**config.mk**
```make
export PLATFORM = sky130hd
export DESIGN_NAME = sargantana_icache_hit_pipe
export DESIGN_NICKNAME = d
export VERILOG_FILES = /design/src/rtl/sargantana_icache_pkg.sv /design/src/rtl/sargantana_icache_prio_enc.sv /design/src/rtl/sargantana_icache_hit_pipe.sv
export SDC_FILE = /design/constraint.sdc
export NUM_CORES = 2
export LEC_CHECK = 0
export CAP_MARGIN = 15
export CORE_AREA = 2 2 516 518
export CTS_CLUSTER_DIAMETER = 200
export CTS_CLUSTER_SIZE = 30
export DETAILED_ROUTE_END_ITERATION = 8
export DIE_AREA = 0 0 518 520
export PLACE_DENSITY_LB_ADDON = 0.1
export SLEW_MARGIN = 20
export SYNTH_ARGS = -nofsm -noshare
export SYNTH_HDL_FRONTEND = slang
export SYNTH_SLANG_ARGS = --single-unit
export TNS_END_PERCENT = 20
```
**constraint.sdc**
```tcl
create_clock -name clk_i -period 4.8 [get_ports clk_i]
set_input_delay 0.96 -clock clk_i [delete_from_list [all_inputs] [get_ports clk_i]]
set_output_delay 0.96 -clock clk_i [all_outputs]
set_load 0.02 [all_outputs]
```
**src/rtl/sargantana_icache_pkg.sv**
```systemverilog
// Shared defaults and packed way-array types for the I-cache hit pipeline.
// Types are sized for the default geometry; parameterised instances size their ports locally.
package sargantana_icache_pkg;

  localparam int unsigned N_WAY_DEF   = 4;
  localparam int unsigned TAG_W_DEF   = 20;
  localparam int unsigned LINE_W_DEF  = 256;
  localparam int unsigned FETCH_W_DEF = 128;
  localparam int unsigned CNT_W_DEF   = 32;

  typedef logic [N_WAY_DEF-1:0][TAG_W_DEF-1:0]   way_tags_t;
  typedef logic [N_WAY_DEF-1:0][LINE_W_DEF-1:0]  way_lines_t;
  typedef logic [N_WAY_DEF-1:0][FETCH_W_DEF-1:0] way_chunks_t;

endpackage

```
**src/rtl/sargantana_icache_prio_enc.sv**
```systemverilog
// Lowest-set-index priority encoder with any-set and multi-set flags; purely combinational.
// Multi-set uses the clear-lowest-bit trick: v & (v-1) is non-zero iff two or more bits are set.
module sargantana_icache_prio_enc #(
  parameter int unsigned N = 4
) (
  input  logic [N-1:0]         vec_i,
  output logic [$clog2(N)-1:0] idx_o,
  output logic                 any_o,
  output logic                 multi_o
);

  localparam int unsigned IDX_W = $clog2(N);

  always_comb begin
    idx_o = '0;
    for (int i = int'(N) - 1; i >= 0; i--) begin
      if (vec_i[i]) idx_o = IDX_W'(i);
    end
    any_o   = |vec_i;
    multi_o = |(vec_i & (vec_i - N'(1)));
  end

endmodule

```
**src/rtl/sargantana_icache_hit_pipe.sv**
```systemverilog
// Two-stage I-cache hit pipeline: S1 compares tags and slices chunks, S2 picks the lowest hitting way.
// Latency 2, one lookup per cycle; rsp_ready_i low stalls S2 then S1 and deasserts req_ready_o.
module sargantana_icache_hit_pipe
  import sargantana_icache_pkg::*;
#(
  parameter int unsigned N_WAY   = N_WAY_DEF,
  parameter int unsigned TAG_W   = TAG_W_DEF,
  parameter int unsigned LINE_W  = LINE_W_DEF,
  parameter int unsigned FETCH_W = FETCH_W_DEF,
  parameter int unsigned CNT_W   = CNT_W_DEF
) (
  input  logic                                  clk_i,
  input  logic                                  rst_i,
  input  logic                                  flush_i,
  input  logic                                  cnt_clr_i,
  input  logic                                  req_valid_i,
  output logic                                  req_ready_o,
  input  logic [TAG_W-1:0]                      req_tag_i,
  input  logic [$clog2(LINE_W/FETCH_W)-1:0]     req_idx_i,
  input  logic [N_WAY-1:0]                      way_valid_i,
  input  logic [N_WAY-1:0][TAG_W-1:0]           read_tags_i,
  input  logic [N_WAY-1:0][LINE_W-1:0]          data_rd_i,
  output logic                                  rsp_valid_o,
  input  logic                                  rsp_ready_i,
  output logic                                  rsp_hit_o,
  output logic [N_WAY-1:0]                      rsp_way_o,
  output logic [FETCH_W-1:0]                    rsp_data_o,
  output logic                                  rsp_multihit_o,
  output logic [CNT_W-1:0]                      hit_cnt_o,
  output logic [CNT_W-1:0]                      miss_cnt_o
);

  localparam int unsigned WSEL_W = $clog2(N_WAY);

  logic                            s1_valid_q, s1_valid_d;
  logic [N_WAY-1:0]                s1_hit_q, s1_hit_d;
  logic [N_WAY-1:0][FETCH_W-1:0]   s1_chunk_q, s1_chunk_d;
  logic                            rsp_valid_q, rsp_valid_d;
  logic                            rsp_hit_q, rsp_hit_d;
  logic [N_WAY-1:0]                rsp_way_q, rsp_way_d;
  logic [FETCH_W-1:0]              rsp_data_q, rsp_data_d;
  logic                            rsp_multihit_q, rsp_multihit_d;
  logic [CNT_W-1:0]                hit_cnt_q, hit_cnt_d;
  logic [CNT_W-1:0]                miss_cnt_q, miss_cnt_d;

  logic              s2_adv, s1_adv, accept, fire;
  logic [WSEL_W-1:0] sel_idx;
  logic              sel_any, sel_multi;

  sargantana_icache_prio_enc #(.N(N_WAY)) u_prio_enc (
    .vec_i   (s1_hit_q),
    .idx_o   (sel_idx),
    .any_o   (sel_any),
    .multi_o (sel_multi)
  );

  always_comb begin
    s2_adv      = !rsp_valid_q | rsp_ready_i;
    s1_adv      = !s1_valid_q | s2_adv;
    req_ready_o = s1_adv & !flush_i;
    accept      = req_valid_i & req_ready_o;
    fire        = rsp_valid_q & rsp_ready_i;

    s1_valid_d     = s1_valid_q;
    s1_hit_d       = s1_hit_q;
    s1_chunk_d     = s1_chunk_q;
    rsp_valid_d    = rsp_valid_q;
    rsp_hit_d      = rsp_hit_q;
    rsp_way_d      = rsp_way_q;
    rsp_data_d     = rsp_data_q;
    rsp_multihit_d = rsp_multihit_q;
    hit_cnt_d      = hit_cnt_q;
    miss_cnt_d     = miss_cnt_q;

    if (s1_adv) s1_valid_d = accept;
    if (accept) begin
      for (int i = 0; i < int'(N_WAY); i++) begin
        s1_hit_d[i]   = (read_tags_i[i] == req_tag_i) & way_valid_i[i];
        s1_chunk_d[i] = data_rd_i[i][32'(req_idx_i) * FETCH_W +: FETCH_W];
      end
    end

    // Payload only moves when S1 holds a real lookup, so a drained S2 keeps its last response.
    if (s2_adv) begin
      rsp_valid_d = s1_valid_q;
      if (s1_valid_q) begin
        rsp_hit_d      = sel_any;
        rsp_way_d      = s1_hit_q;
        rsp_multihit_d = sel_multi;
        rsp_data_d     = sel_any ? s1_chunk_q[sel_idx] : '0;
      end
    end

    if (flush_i) begin
      s1_valid_d  = 1'b0;
      rsp_valid_d = 1'b0;
    end

    if (cnt_clr_i) begin
      hit_cnt_d  = '0;
      miss_cnt_d = '0;
    end else if (fire) begin
      if (rsp_hit_q) begin
        if (!(&hit_cnt_q)) hit_cnt_d = hit_cnt_q + CNT_W'(1);
      end else begin
        if (!(&miss_cnt_q)) miss_cnt_d = miss_cnt_q + CNT_W'(1);
      end
    end
  end

  always_ff @(posedge clk_i) begin
    if (rst_i) begin
      s1_valid_q     <= 1'b0;
      s1_hit_q       <= '0;
      s1_chunk_q     <= '0;
      rsp_valid_q    <= 1'b0;
      rsp_hit_q      <= 1'b0;
      rsp_way_q      <= '0;
      rsp_data_q     <= '0;
      rsp_multihit_q <= 1'b0;
      hit_cnt_q      <= '0;
      miss_cnt_q     <= '0;
    end else begin
      s1_valid_q     <= s1_valid_d;
      s1_hit_q       <= s1_hit_d;
      s1_chunk_q     <= s1_chunk_d;
      rsp_valid_q    <= rsp_valid_d;
      rsp_hit_q      <= rsp_hit_d;
      rsp_way_q      <= rsp_way_d;
      rsp_data_q     <= rsp_data_d;
      rsp_multihit_q <= rsp_multihit_d;
      hit_cnt_q      <= hit_cnt_d;
      miss_cnt_q     <= miss_cnt_d;
    end
  end

  assign rsp_valid_o    = rsp_valid_q;
  assign rsp_hit_o      = rsp_hit_q;
  assign rsp_way_o      = rsp_way_q;
  assign rsp_data_o     = rsp_data_q;
  assign rsp_multihit_o = rsp_multihit_q;
  assign hit_cnt_o      = hit_cnt_q;
  assign miss_cnt_o     = miss_cnt_q;

endmodule
```
**After elaboration in Yosys (flattened, before gate mapping)**

Cells that the tools add are included.

- Bitwise operators: 13
- Shifts and indexed selects: 4
- Equal/unequal tests: 4
- Divide/modulo/power cells: 0
- Order comparisons: 1
- Muxes and demuxes: 7
- $mul: 0
- Reduce and logical (&&, ||, !) cells: 12
- Add/sub/neg operators: 3

Operators by type and width:

| operator | count |
|---|---|
| $shiftx A256 B9 Y128 | 4 |
| $bmux W128 S2 | 1 |
| $mux W128 | 2 |
| $eq A20 B20 Y1 | 4 |
| $add A32 B1 Y32 const B | 2 |
| $reduce_and A32 Y1 | 2 |
| $mux W2 | 4 |
| $reduce_or A4 Y1 | 2 |
| $and A1 B1 Y1 | 7 |
| $reduce_and A3 Y1 | 2 |
| $and A4 B4 Y4 | 1 |
| $reduce_or A2 Y1 | 2 |
| $sub A4 B1 Y4 const B | 1 |
| $logic_not A1 Y1 | 3 |
| $lt A2 B3 Y1 const B | 1 |
| $not A1 Y1 | 3 |
| $or A1 B1 Y1 | 2 |
| $reduce_and A2 Y1 | 1 |

- Memories: 0
- Bits in read-only memories: 0
- Bits in registers: 716
- Bits in latches: 0
- Memory bits (writable): 0
- Output and inout bits: 200
- Input bits: 1135
- Logic and storage cells: 57

**Logic depth before layout (Yosys ltp)**

- Word-level depth: 7
- Depth in mapped cells: 9

**Modules after synthesis**

Synthesis repeated with hierarchy kept, for this count alone.

- Cells, all modules: 3432
- Area total of the unflattened synthesis: 33856.2 um^2

By module, submodules not included:

| module | sequential area each (um^2) | times used | area an instance (um^2) | cells an instance |
|---|---|---|---|---|
| sargantana_icache_hit_pipe | 14333.7 | 1 | 33808.7 | 3422 |
| sargantana_icache_prio_enc | 0.0 | 1 | 47.5 | 10 |

**Least setup slack after synthesis**

No wires, ideal clock.

- Path kind: input port to flip-flop
- From: input rsp_ready_i
- To: register s1_chunk_q[0] in the netlist's numbering
- Path buffers: 4
- Required time: 4.663 ns
- Library setup time: 0.137 ns
- Data arrival time: 2.266 ns
- Path slack: 2.396 ns
- Stages on the path: 7
- Cell sequence: nor2b_1 > a211oi_1 > buf_2 > buf_2 > clkbuf_1 > clkbuf_1 > a211oi_1

- Longest elaborated chain between the ends: 4

Ends and longest elaborated chain:

| item | line | RTL |
|---|---|---|
| from (decl) | sargantana_icache_hit_pipe.sv:24 | `input logic rsp_ready_i,` |
| $or A1 B1 Y1 | sargantana_icache_hit_pipe.sv:58 | `s2_adv = !rsp_valid_q \| rsp_ready_i;` |
| $or A1 B1 Y1 | sargantana_icache_hit_pipe.sv:59 | `s1_adv = !s1_valid_q \| s2_adv;` |
| $and A1 B1 Y1 | sargantana_icache_hit_pipe.sv:60 | `req_ready_o = s1_adv & !flush_i;` |
| $and A1 B1 Y1 | sargantana_icache_hit_pipe.sv:61 | `accept = req_valid_i & req_ready_o;` |
| to (signal assigned) | sargantana_icache_hit_pipe.sv:126 | `s1_chunk_q <= s1_chunk_d;` |
| to (decl) | sargantana_icache_hit_pipe.sv:37 | `logic [N_WAY-1:0][FETCH_W-1:0] s1_chunk_q, s1_chunk_d;` |

No other way between the ends.
A chain may end at the register's enable or synchronous reset.

**Worst setup path after layout**

- From: register rsp_valid_q (netlist: rsp_valid_o)
- To: output req_ready_o

- Longest elaborated chain between the ends: 4

Ends and longest elaborated chain:

| item | line | RTL |
|---|---|---|
| from (decl) | sargantana_icache_hit_pipe.sv:38 | `logic rsp_valid_q, rsp_valid_d;` |
| from (signal assigned) | sargantana_icache_hit_pipe.sv:127 | `rsp_valid_q <= rsp_valid_d;` |
| $logic_not A1 Y1 | sargantana_icache_hit_pipe.sv:58 |  |
| $or A1 B1 Y1 | sargantana_icache_hit_pipe.sv:58 |  |
| $or A1 B1 Y1 | sargantana_icache_hit_pipe.sv:59 |  |
| $and A1 B1 Y1 | sargantana_icache_hit_pipe.sv:60 |  |
| to (decl) | sargantana_icache_hit_pipe.sv:17 | `output logic req_ready_o,` |

No other way between the ends.

==> results.md <==
- Status: completed
- Placed standard-cell area: 51900 um2
- Power share of the sequential group: 0.508
- Post-route ant nets: 0
- Area share of the largest cell type after synthesis: 0.4171
- Critical path's slowest cell: dfxtp_1
- Max Slew Vio Count: 0
- Unique masters post-synth: 57
- Initial antenna violation count: 77
- Initial core utilization: 0.1302
- Area grow syn2layout: 53.56%
- Switching share of power: 0.3043
- CP Launch Type: flip-flop
- Switch Pwr: 3.883 mW
- Tmin final: ~4.2 ns
- Clock power frac: 0.273
- Critical path endpoint category: output port
- Int Pwr: 8.876 mW
- Unrepaired setup endpoints after global routing: no
- Worst-path cell chain: nor2b_1 -> buf_4 -> a21oi_1 -> buf_4 -> clkdlybuf4s50_1
- Clock buffer depth: 3
- Cts bufs inserted: 29
- IO Pins: between 1000 and 1500
- Vias in the first global route: approximately 34000
- Combinational share of power: 0.219
- Clk pin slew, worst setup/hold paths: 0.13 ns
- Root Driver: clkbuf_16
- Total Routing Usage GR: 0.1551
- Routed WL: 218900 um
- CTS tree: done
- Gpl congestion: 0.8697
- H-tree lvl count: 1
- Mapped Cells: between 3000 and 4000
- Crit path max fanout: 6
- Power Density: roughly 240 nW/um2
- Ys flop type: dfxtp_1
- Slew HR: 0.3062
- Leakage: between 15 and 20 nW
- Syn Nets: 5001
- Setup tns final: 0 ns
- Slowest stage delay, CP: 0.81 ns
- Largest net degree at the start of global routing: 186
- Total number of vias: 33610
- Sequential element share of the synthesized area: 0.4171
- Req. time, crit path: 3.84 ns
- Post-DP HPWL: around 170000 um
- Horiz. Die Dim: 518 um
- Row count: 189
- Most common cell in the netlist: dfxtp_1
- Warning count from the yosys run: 0
- #FFs+latches synth: 716
- Fill cell count: 29290
- Worst Max-Slew Pin Slew: approximately 1.0 ns
- Routed len/inst: 25.74 um
- Remaining DRCs: 0
- Kind of critical path: flip-flop to output port
- Top Family by Delay on Critical Path: buffers and inverters
- # port buffers: approximately 1300
- Synth Area per Inst: 8.894 um2
- Arr. time, crit path: around 3.2 ns
- Die height: roughly 520 um
- Post-CTS Hold Fix Bufs: 0
- CP bufs+invs: 3
- Crit path top cell by count: buf_4
- Initial DRC count: 1608
- Number of synthesized flops with an enable pin: 0
- Post-CTS Resized: 0
- Fraction of layout cells with a size suffix above 1: 0.03386
- Leading post-synthesis cells by cell area: dfxtp_1 (42%), mux2i_1 (15%), a211oi_1 (14%)
- Total Nets Final: approximately 6100
- IR Drop Worst-Case VDD: 240.3 uV
- FFs w/ async S/R, synth: 0
- Worst Skew: 0.03676 ns
- Overflow after GRT: 0
- Dpl cells: 8457
- Maximum capacitance violations: 0
- Post-route cell area: 52770 um2
- Drt first pass iters: 7
- # setup viols final: 0
- Footprint of the multi-input gates: 18560 um2
- Synth area leader: dfxtp_1
- Total core area: 263900 um2
- Worst-Skew Late Latency: roughly 0.73 ns
- Cell Area, Synth: 34370 um2
- Worst Hold Class: flip-flop to flip-flop
- Synth cell count leaders: dfxtp_1 (716), nor2_1 (663), a211oi_1 (643)
- First-pass GRT wire length: 294000 um
- Final Hold Vio Count: 0
- Post-CTS Setup Repair Bufs: 0
- Max Clk Rate: 0.2388 GHz
- Period utilization: 0.8725
- Reg area: between 10000 and 15000 um2
- Vias per Instance: 3.952
- Die area: 269400 um2
- Final Non-Filler Cells: 8506
- Clock sink count: 716
## power groups by stage
stage	Clock [mW]	Combinational [mW]	Sequential [mW]
after floorplan	0	1.03	6.62
after global placement	0	2.85	6.61
after detailed placement	0	2.87	6.62
after CTS	3.74	2.88	6.48
after global routing	3.87	3.02	6.53
final	3.48	2.80	6.48
## worst reg2reg max path, stage by stage (launching register included)
cell and delay, ns:
dfxtp_1 0.46, ha_1 0.23, nand4_1 0.30, or4_1 0.58
o31ai_4 0.78, buf_4 0.41, nor4_1 0.09, o21a_1 0.17
## flip-flops by register name, summed over array words and instances, names as in the netlist, 4 cells and up
| signal | count |
|---|---|
| miss_cnt_o | 32 |
| hit_cnt_o | 32 |
| rsp_way_o | 4 |
| s1_hit_q | 4 |
| rsp_data_o | 128 |
| s1_chunk_q | 512 |
## cells by family (layout without fill, tap and decap cells)
| kind of cell | after synthesis | count (layout) | share of synthesized area |
|---|---|---|---|
| DFF | 716 | 716 | 0.4171 |
| muxes | 514 | 514 | 0.1497 |
| and+or+nand+nor | 1250 | 1250 | 0.1691 |
| adders and majority gates | 3 | 3 | 0.001019 |
| xor gates and xnor gates | 88 | 88 | 0.02243 |
| buffers and inverters | 392 | 1490 | 0.04423 |
| other | 0 | 11 | 0 |
| AOI/OAI and AO/OA | 901 | 901 | 0.1964 |
## placed cells by master (no fill, tap or decap), types with 3 or more instances in the layout
| cell type | count |
|---|---|
| mux2i_1 | 513 |
| o31ai_1 | 20 |
| diode_2 | 11 |
| nand4_1 | 33 |
| nor2b_1 | 128 |
| or2_2 | 3 |
| nand2_1 | 42 |
| o41ai_1 | 5 |
| o211ai_1 | 3 |
| or3_1 | 27 |
| nor3_1 | 261 |
| or4_1 | 24 |
| clkdlybuf4s50_1 | 1332 |
| and2_1 | 3 |
| xor2_1 | 40 |
| buf_12 | 29 |
| xnor2_1 | 48 |
| o21ai_0 | 25 |
| a211oi_1 | 642 |
| clkbuf_16 | 29 |
| nor2_1 | 663 |
| nor4_1 | 11 |
| nand3_1 | 25 |
| dfxtp_4 | 3 |
| dfxtp_1 | 713 |
| inv_1 | 9 |
| nand3b_1 | 4 |
| and4_1 | 7 |
| a221oi_1 | 127 |
| or4b_1 | 3 |
| a21oi_1 | 60 |
| buf_4 | 80 |
## worst paths after layout
check	endpoint	cells after the start	start	slack [ns]
worst max register to register	hit_cnt_o[15]	7	hit_cnt_o[1]	1.68
worst min-delay path	rsp_way_o[0]	2	rsp_way_o[0]	0.47
worst max-delay path	req_ready_o	5	rsp_valid_o	0.61
worst min register to register	rsp_way_o[0]	2	rsp_way_o[0]	0.47
## routing by layer
metal | vias up | GRT usage | wire [um]
met2 | 967 | 0.2792 | 109800
li1 | 16510 | - | -
met5 | - | 0 | 255
met1 | 15920 | 0.1904 | 93170
met4 | 42 | 0.02001 | 3189
met3 | 180 | 0.03634 | 12570
## layout make-up
type                       instances  area share
timing repair buffer            1443      0.2756
inverter                           9   0.0006401
clock buffer                      31     0.01408
sequential                       716      0.2718
multi-input combinational       2756      0.3517
tap                             3533     0.08376
clock inverter                     7    0.001873
antenna                           11   0.0005216
## through the flow
| stage | hold WS, ns | worst slack, ns | total power, mW | utilization |
|---|---|---|---|---|
| after floorplan | 0.4722 | 2.396 | 7.651 | - |
| after global placement | 0.4489 | 0.6563 | 9.466 | 0.1966 |
| after detailed placement | 0.4498 | 0.6818 | 9.485 | 0.1966 |
| after CTS | 0.4682 | 0.4715 | 13.10 | 0.1998 |
| after global routing | 0.4940 | 0.4662 | 13.42 | 0.1999 |
| final | 0.4663 | 0.6120 | 12.76 | 0.2000 |
No activity file was read; power rests on OpenSTA's default activity.
